<file path="src/rtl/quad_counter_ctrl.sv">
// Quadrature encoder position counter: per-channel sync and glitch filter,
// Gray-code decode with x1/x2/x4 qualification, bounded wrap/saturate count.
module quad_counter_ctrl #(
  parameter int N          = 7,
  parameter int MIN_COUNT  = 0,
  parameter int MAX_COUNT  = 100,
  parameter int FILTER_LEN = 4
) (
  input  logic         clk,
  input  logic         rst_n,
  input  logic         canalA,
  input  logic         canalB,
  input  logic         sw,
  input  logic         load,
  input  logic [N-1:0] load_val,
  input  logic         wrap_en,
  input  logic [1:0]   res_sel,
  output logic [N-1:0] contador_out,
  output logic         dir,
  output logic         step_pulse,
  output logic         at_min,
  output logic         at_max,
  output logic         err
);

  // state    | meaning
  // ST_INIT  | wait for sync/filter to settle, then latch filtered {A,B}
  // ST_TRACK | decode filtered {A,B} against previous state every cycle

  localparam logic [N-1:0] MIN_V = N'(MIN_COUNT);
  localparam logic [N-1:0] MAX_V = N'(MAX_COUNT);
  localparam int FW = (FILTER_LEN > 1) ? $clog2(FILTER_LEN) : 1;
  localparam logic [FW-1:0] STABLE_TC = FW'(FILTER_LEN - 1);

  typedef enum logic {ST_INIT, ST_TRACK} state_t;

  logic [1:0]    sync1, sync2, filt;
  logic [FW-1:0] stab [2];

  state_t     state, state_nxt;
  logic [1:0] prev, prev_nxt;
  logic [1:0] init_tmr, init_tmr_nxt;
  logic       ev_valid, ev_valid_nxt;
  logic       ev_pos, ev_pos_nxt;
  logic       ev_illegal, ev_illegal_nxt;
  logic       settled, qualify;
  logic [N-1:0] load_clamped;

  function automatic logic [1:0] gray_idx(input logic [1:0] g);
    return {g[1], g[1] ^ g[0]};
  endfunction

  always_ff @(posedge clk or negedge rst_n) begin
    if (!rst_n) begin
      sync1 <= 2'b00;
      sync2 <= 2'b00;
    end else begin
      sync1 <= {canalA, canalB};
      sync2 <= sync1;
    end
  end

  // Any sample equal to the accepted level restarts that channel's run.
  always_ff @(posedge clk or negedge rst_n) begin
    if (!rst_n) begin
      filt <= 2'b00;
      for (int i = 0; i < 2; i++) stab[i] <= '0;
    end else begin
      for (int i = 0; i < 2; i++) begin
        if (sync2[i] == filt[i]) begin
          stab[i] <= '0;
        end else if (stab[i] == STABLE_TC) begin
          filt[i] <= sync2[i];
          stab[i] <= '0;
        end else begin
          stab[i] <= stab[i] + FW'(1);
        end
      end
    end
  end

  // INIT holds until the pins have propagated through the synchroniser and
  // filter, so an encoder resting away from 00 is not seen as a jump.
  assign settled = (sync1 == sync2) && (sync2 == filt);

  always_comb begin
    case (res_sel)
      2'b00:   qualify = (filt == 2'b00);
      2'b01:   qualify = (filt == 2'b00) || (filt == 2'b11);
      default: qualify = 1'b1;
    endcase
  end

  always_ff @(posedge clk or negedge rst_n) begin
    if (!rst_n) begin
      state      <= ST_INIT;
      prev       <= 2'b00;
      init_tmr   <= 2'd2;
      ev_valid   <= 1'b0;
      ev_pos     <= 1'b0;
      ev_illegal <= 1'b0;
    end else begin
      state      <= state_nxt;
      prev       <= prev_nxt;
      init_tmr   <= init_tmr_nxt;
      ev_valid   <= ev_valid_nxt;
      ev_pos     <= ev_pos_nxt;
      ev_illegal <= ev_illegal_nxt;
    end
  end

  always_comb begin
    state_nxt      = state;
    prev_nxt       = prev;
    init_tmr_nxt   = init_tmr;
    ev_valid_nxt   = 1'b0;
    ev_pos_nxt     = 1'b0;
    ev_illegal_nxt = 1'b0;
    case (state)
      ST_INIT: begin
        if (init_tmr != 2'd0) begin
          init_tmr_nxt = init_tmr - 2'd1;
        end else if (settled) begin
          prev_nxt  = filt;
          state_nxt = ST_TRACK;
        end
      end
      ST_TRACK: begin
        if (filt != prev) begin
          prev_nxt = filt;
          if ((filt ^ prev) == 2'b11) begin
            ev_illegal_nxt = 1'b1;
          end else if (qualify) begin
            ev_valid_nxt = 1'b1;
            ev_pos_nxt   = (gray_idx(filt) == gray_idx(prev) + 2'd1);
          end
        end
      end
      default: state_nxt = ST_INIT;
    endcase
  end

  always_comb begin
    load_clamped = load_val;
    if (int'(load_val) < MIN_COUNT)
      load_clamped = MIN_V;
    else if (int'(load_val) > MAX_COUNT)
      load_clamped = MAX_V;
  end

  // Decoded events land one cycle after the filter so the count update
  // sits at a fixed FILTER_LEN+3 cycles from the first sampling edge.
  always_ff @(posedge clk or negedge rst_n) begin
    if (!rst_n) begin
      contador_out <= MIN_V;
      dir          <= 1'b0;
      step_pulse   <= 1'b0;
      err          <= 1'b0;
    end else begin
      step_pulse <= 1'b0;
      if (sw) begin
        contador_out <= MIN_V;
        err          <= 1'b0;
      end else begin
        if (ev_illegal) err <= 1'b1;
        if (load) begin
          contador_out <= load_clamped;
        end else if (ev_valid) begin
          if (ev_pos) begin
            if (contador_out != MAX_V) begin
              contador_out <= contador_out + N'(1);
              step_pulse   <= 1'b1;
              dir          <= 1'b1;
            end else if (wrap_en) begin
              contador_out <= MIN_V;
              step_pulse   <= 1'b1;
              dir          <= 1'b1;
            end
          end else begin
            if (contador_out != MIN_V) begin
              contador_out <= contador_out - N'(1);
              step_pulse   <= 1'b1;
              dir          <= 1'b0;
            end else if (wrap_en) begin
              contador_out <= MAX_V;
              step_pulse   <= 1'b1;
              dir          <= 1'b0;
            end
          end
        end
      end
    end
  end

  assign at_min = (contador_out == MIN_V);
  assign at_max = (contador_out == MAX_V);

endmodule
</file>
<file path="config.mk">
export PLATFORM = sky130hd
export DESIGN_NAME = quad_counter_ctrl
export DESIGN_NICKNAME = d
export VERILOG_FILES = /design/src/rtl/quad_counter_ctrl.sv
export SDC_FILE = /design/constraint.sdc
export NUM_CORES = 1
export LEC_CHECK = 0
export BUFFER_PORTS_ARGS = -buffer_cell sky130_fd_sc_hd__buf_2
export CAP_MARGIN = 20
export CORE_UTILIZATION = 55
export DETAILED_ROUTE_END_ITERATION = 16
export GPL_ROUTABILITY_DRIVEN = 0
export PLACE_DENSITY = 0.78
export SLEW_MARGIN = 40
export SYNTH_ARGS = -nofsm -noshare
export SYNTH_HDL_FRONTEND = slang
export SYNTH_SLANG_ARGS = --single-unit
</file>
<file path="constraint.sdc">
create_clock -name clk -period 3.6 [get_ports clk]
set_input_delay 0.54 -clock clk [delete_from_list [all_inputs] [get_ports clk]]
set_output_delay 0.54 -clock clk [all_outputs]
set_load 0.02 [all_outputs]
</file>
==> run metrics <==
final wirelength 3.70 mm; Pre-antenna DRT Iters 11; Post-CTS Setup Bufs 0; Mapped Avg Cell Area 9.80 um2; Final min period 2.49 ns; layout cell share with drive strength beyond 1 22.8%; CP endpoint kind output port; top_reg_cell synth dfrtp_1; HPWL after DPL 2.85 mm; CP Data Arrival Time 1.95 ns; CP max stage cell dfrtp_1; post-synthesis cell type count 55; die area 3340 um2; Fin. Hold Viols 0; CTS tree done; Via-to-Cell Ratio 6.35; Post-Place Worst Slack 1.49 ns; wire per inst 16.2 um; sequential cell area 702 um2; total global-route track usage 24.5%; CTS-repair resized insts 0; crit path cell chain inv_1 -> ha_1 -> nor3b_4 -> nand4_1 -> inv_1 -> buf_2; cell count after synthesis 175; Final WS setup 1.11 ns; most frequent cells after synthesis dfrtp_1 (27), nor2_1 (15), nand2_1 (11); Worst Tran Pin Value 0.602 ns; #FFs+latches synth 28; sequential share of the synthesized area 40.9%; area leader, netlist dfrtp_1; unrepaired setup endpoints after global routing false; YS warnings 0; Logic pwr share 46.0%; Switching Share 42.2%; Req. time, crit path 3.06 ns; Max Cap Viol 0; Antenna Diode Count 0; clk_lat worst skew 0.31 ns; # hold bufs at CTS 0; Final Skew 0.00184 ns; DR iter-0 viols 183; Startpoint Class register; Area growth, synth to finish 7.88%; first-pass GRT wire length 6.29 mm; grt total ovfl 0; Net Count, Synth 198; largest net degree at the start of global routing 29; Critical Path Max Stage Delay 0.49 ns; H-tree depth 1; ys async rst share 100%; Leakage 0.817 nW; Hold Path Class in -> async; initial antenna violation count 0; Filler cells 260; Residual DRC 1; tightest hold margin 0.213 ns; count of final setup violators 0; worst vdd ir 369 uV; max-slew violations 0; height of the die 57.8 um; Worst-path clk slew 0.14 ns; critical path type reg -> out; top cell type's share of synthesized area 39.4%; switching power 520 uW; pwr dens 667 nW/um2; vias in the first global route 1463; R2R setup slack 1.48 ns; highest clock rate 0.401 GHz; Rows 19; Ports 28; Post-Syn Area 1710 um2; Initial Util 60.1%; top cells by area, synth dfrtp_1 (39%), ha_1 (5.1%), xnor2_1 (4.6%), buf_6 (3.3%), nor2_1 (3.3%); CTS buffer count 3; post-route ant nets 0; core area 2850 um2; worst-path fanout max 8; root buffer cell clkbuf_4; area of the multi-input gates 896 um2; Buf/Inv on CP 3; count leader, synth dfrtp_1; die width 57.8 um; setup TNS 0 ns; CP top delay family simple AND/OR/NAND/NOR gates; status complete, but fails checks; Nets 221; failing checks design-rule violations; Worst slew margin 59.9%; Int Pwr 712 uW; Post-Route Utilization 64.8%; worst-case clock buffer depth 2; final period utilization 69.3%; DR vias 1447; Post-synth EDFFs 0; clk sinks 28; number of port buffers 27; Crit path top cell by count inv_1; Clock Power Share 11.8%; Flop pwr share 42.2%
-- layout by cell type (no fill, tap or decap), types with 2 or more instances in the layout --
| cell | instances |
|---|---|
| inv_1 | 10 |
| mux2i_1 | 2 |
| and3_1 | 2 |
| ha_1 | 7 |
| nand2_1 | 11 |
| nor3_1 | 5 |
| a32oi_1 | 2 |
| a21oi_1 | 5 |
| or3_1 | 3 |
| clkbuf_4 | 3 |
| a31oi_1 | 4 |
| nand3_1 | 9 |
| o31ai_1 | 3 |
| o21ai_0 | 5 |
| nor2_1 | 15 |
| buf_2 | 27 |
| a22oi_1 | 2 |
| nor2_2 | 2 |
| nor2b_1 | 2 |
| o21ai_1 | 3 |
| nand4_1 | 5 |
| nand2b_1 | 3 |
| dfrtp_1 | 27 |
| xnor2_1 | 9 |
-- per-stage QoR --
step / cell area (um2) / std cells / power [mW]
global route: 1850 / 228 / 1.33
global placement: 1810 / 224 / 1.06
detailed placement: 1810 / 224 / 1.09
finish: 1850 / 228 / 1.23
CTS: 1850 / 228 / 1.24
floorplan: 1710 / 175 / 0.964
-- state kept, by name, indices dropped and copies added, names as in the netlist --
name	flops
dir	1
filt	2
ev_valid	1
sync1	2
prev	2
stab	4
init_tmr	2
step_pulse	1
err	1
sync2	2
contador_out	7
ev_illegal	1
ev_pos	1
state	1
-- kinds of logic after synthesis --
logic type | after synthesis | share of synthesized area, %
and+or+nand+nor | 67 | 22.2
AOI/OAI and AO/OA | 39 | 17.2
DFF | 28 | 40.9
buffers and inverters | 20 | 6.79
xor gates and xnor gates | 10 | 5.11
adders and majority gates | 7 | 5.11
muxes | 4 | 2.70
-- final timing paths --
path                                 start               to  cells past startpoint
setup / recovery           contador_out[0]           at_max                      6
hold / removal                       rst_n         sync2[1]                      1
setup reg to reg           contador_out[0]  contador_out[0]                      6
hold reg to reg                   sync1[0]         sync2[0]                      0
max in group asynchronous            rst_n       step_pulse                      1
min in group clk                    canalA         sync1[1]                      1
-- per-layer routing --
| metal | vias to the layer above | share of wire, % | global-route usage, % |
|---|---|---|---|
| met2 | 70 | 51 | 44.3 |
| met4 | 0 | 1.8 | 9.18 |
| met5 | - | 0 | 0 |
| met1 | 686 | 39 | 28.7 |
| li1 | 680 | - | - |
| met3 | 11 | 7.5 | 4.46 |
-- power by group through the flow --
stage	Sequential [mW]	Combinational (mW)	Clock [mW]
floorplan	0.495	0.468	0
global placement	0.515	0.548	0
detailed placement	0.523	0.565	0
CTS	0.517	0.567	0.153
global route	0.532	0.635	0.161
finish	0.521	0.567	0.146
-- cell type report --
| class | instances | area share (%) |
|---|---|---|
| clock buffer | 4 | 1.96 |
| multi-input combinational | 127 | 48.4 |
| sequential | 28 | 38.0 |
| tap | 31 | 2.10 |
| timing repair buffer | 27 | 7.31 |
| inverter | 11 | 2.23 |
(Power assumes the default switching activity.)
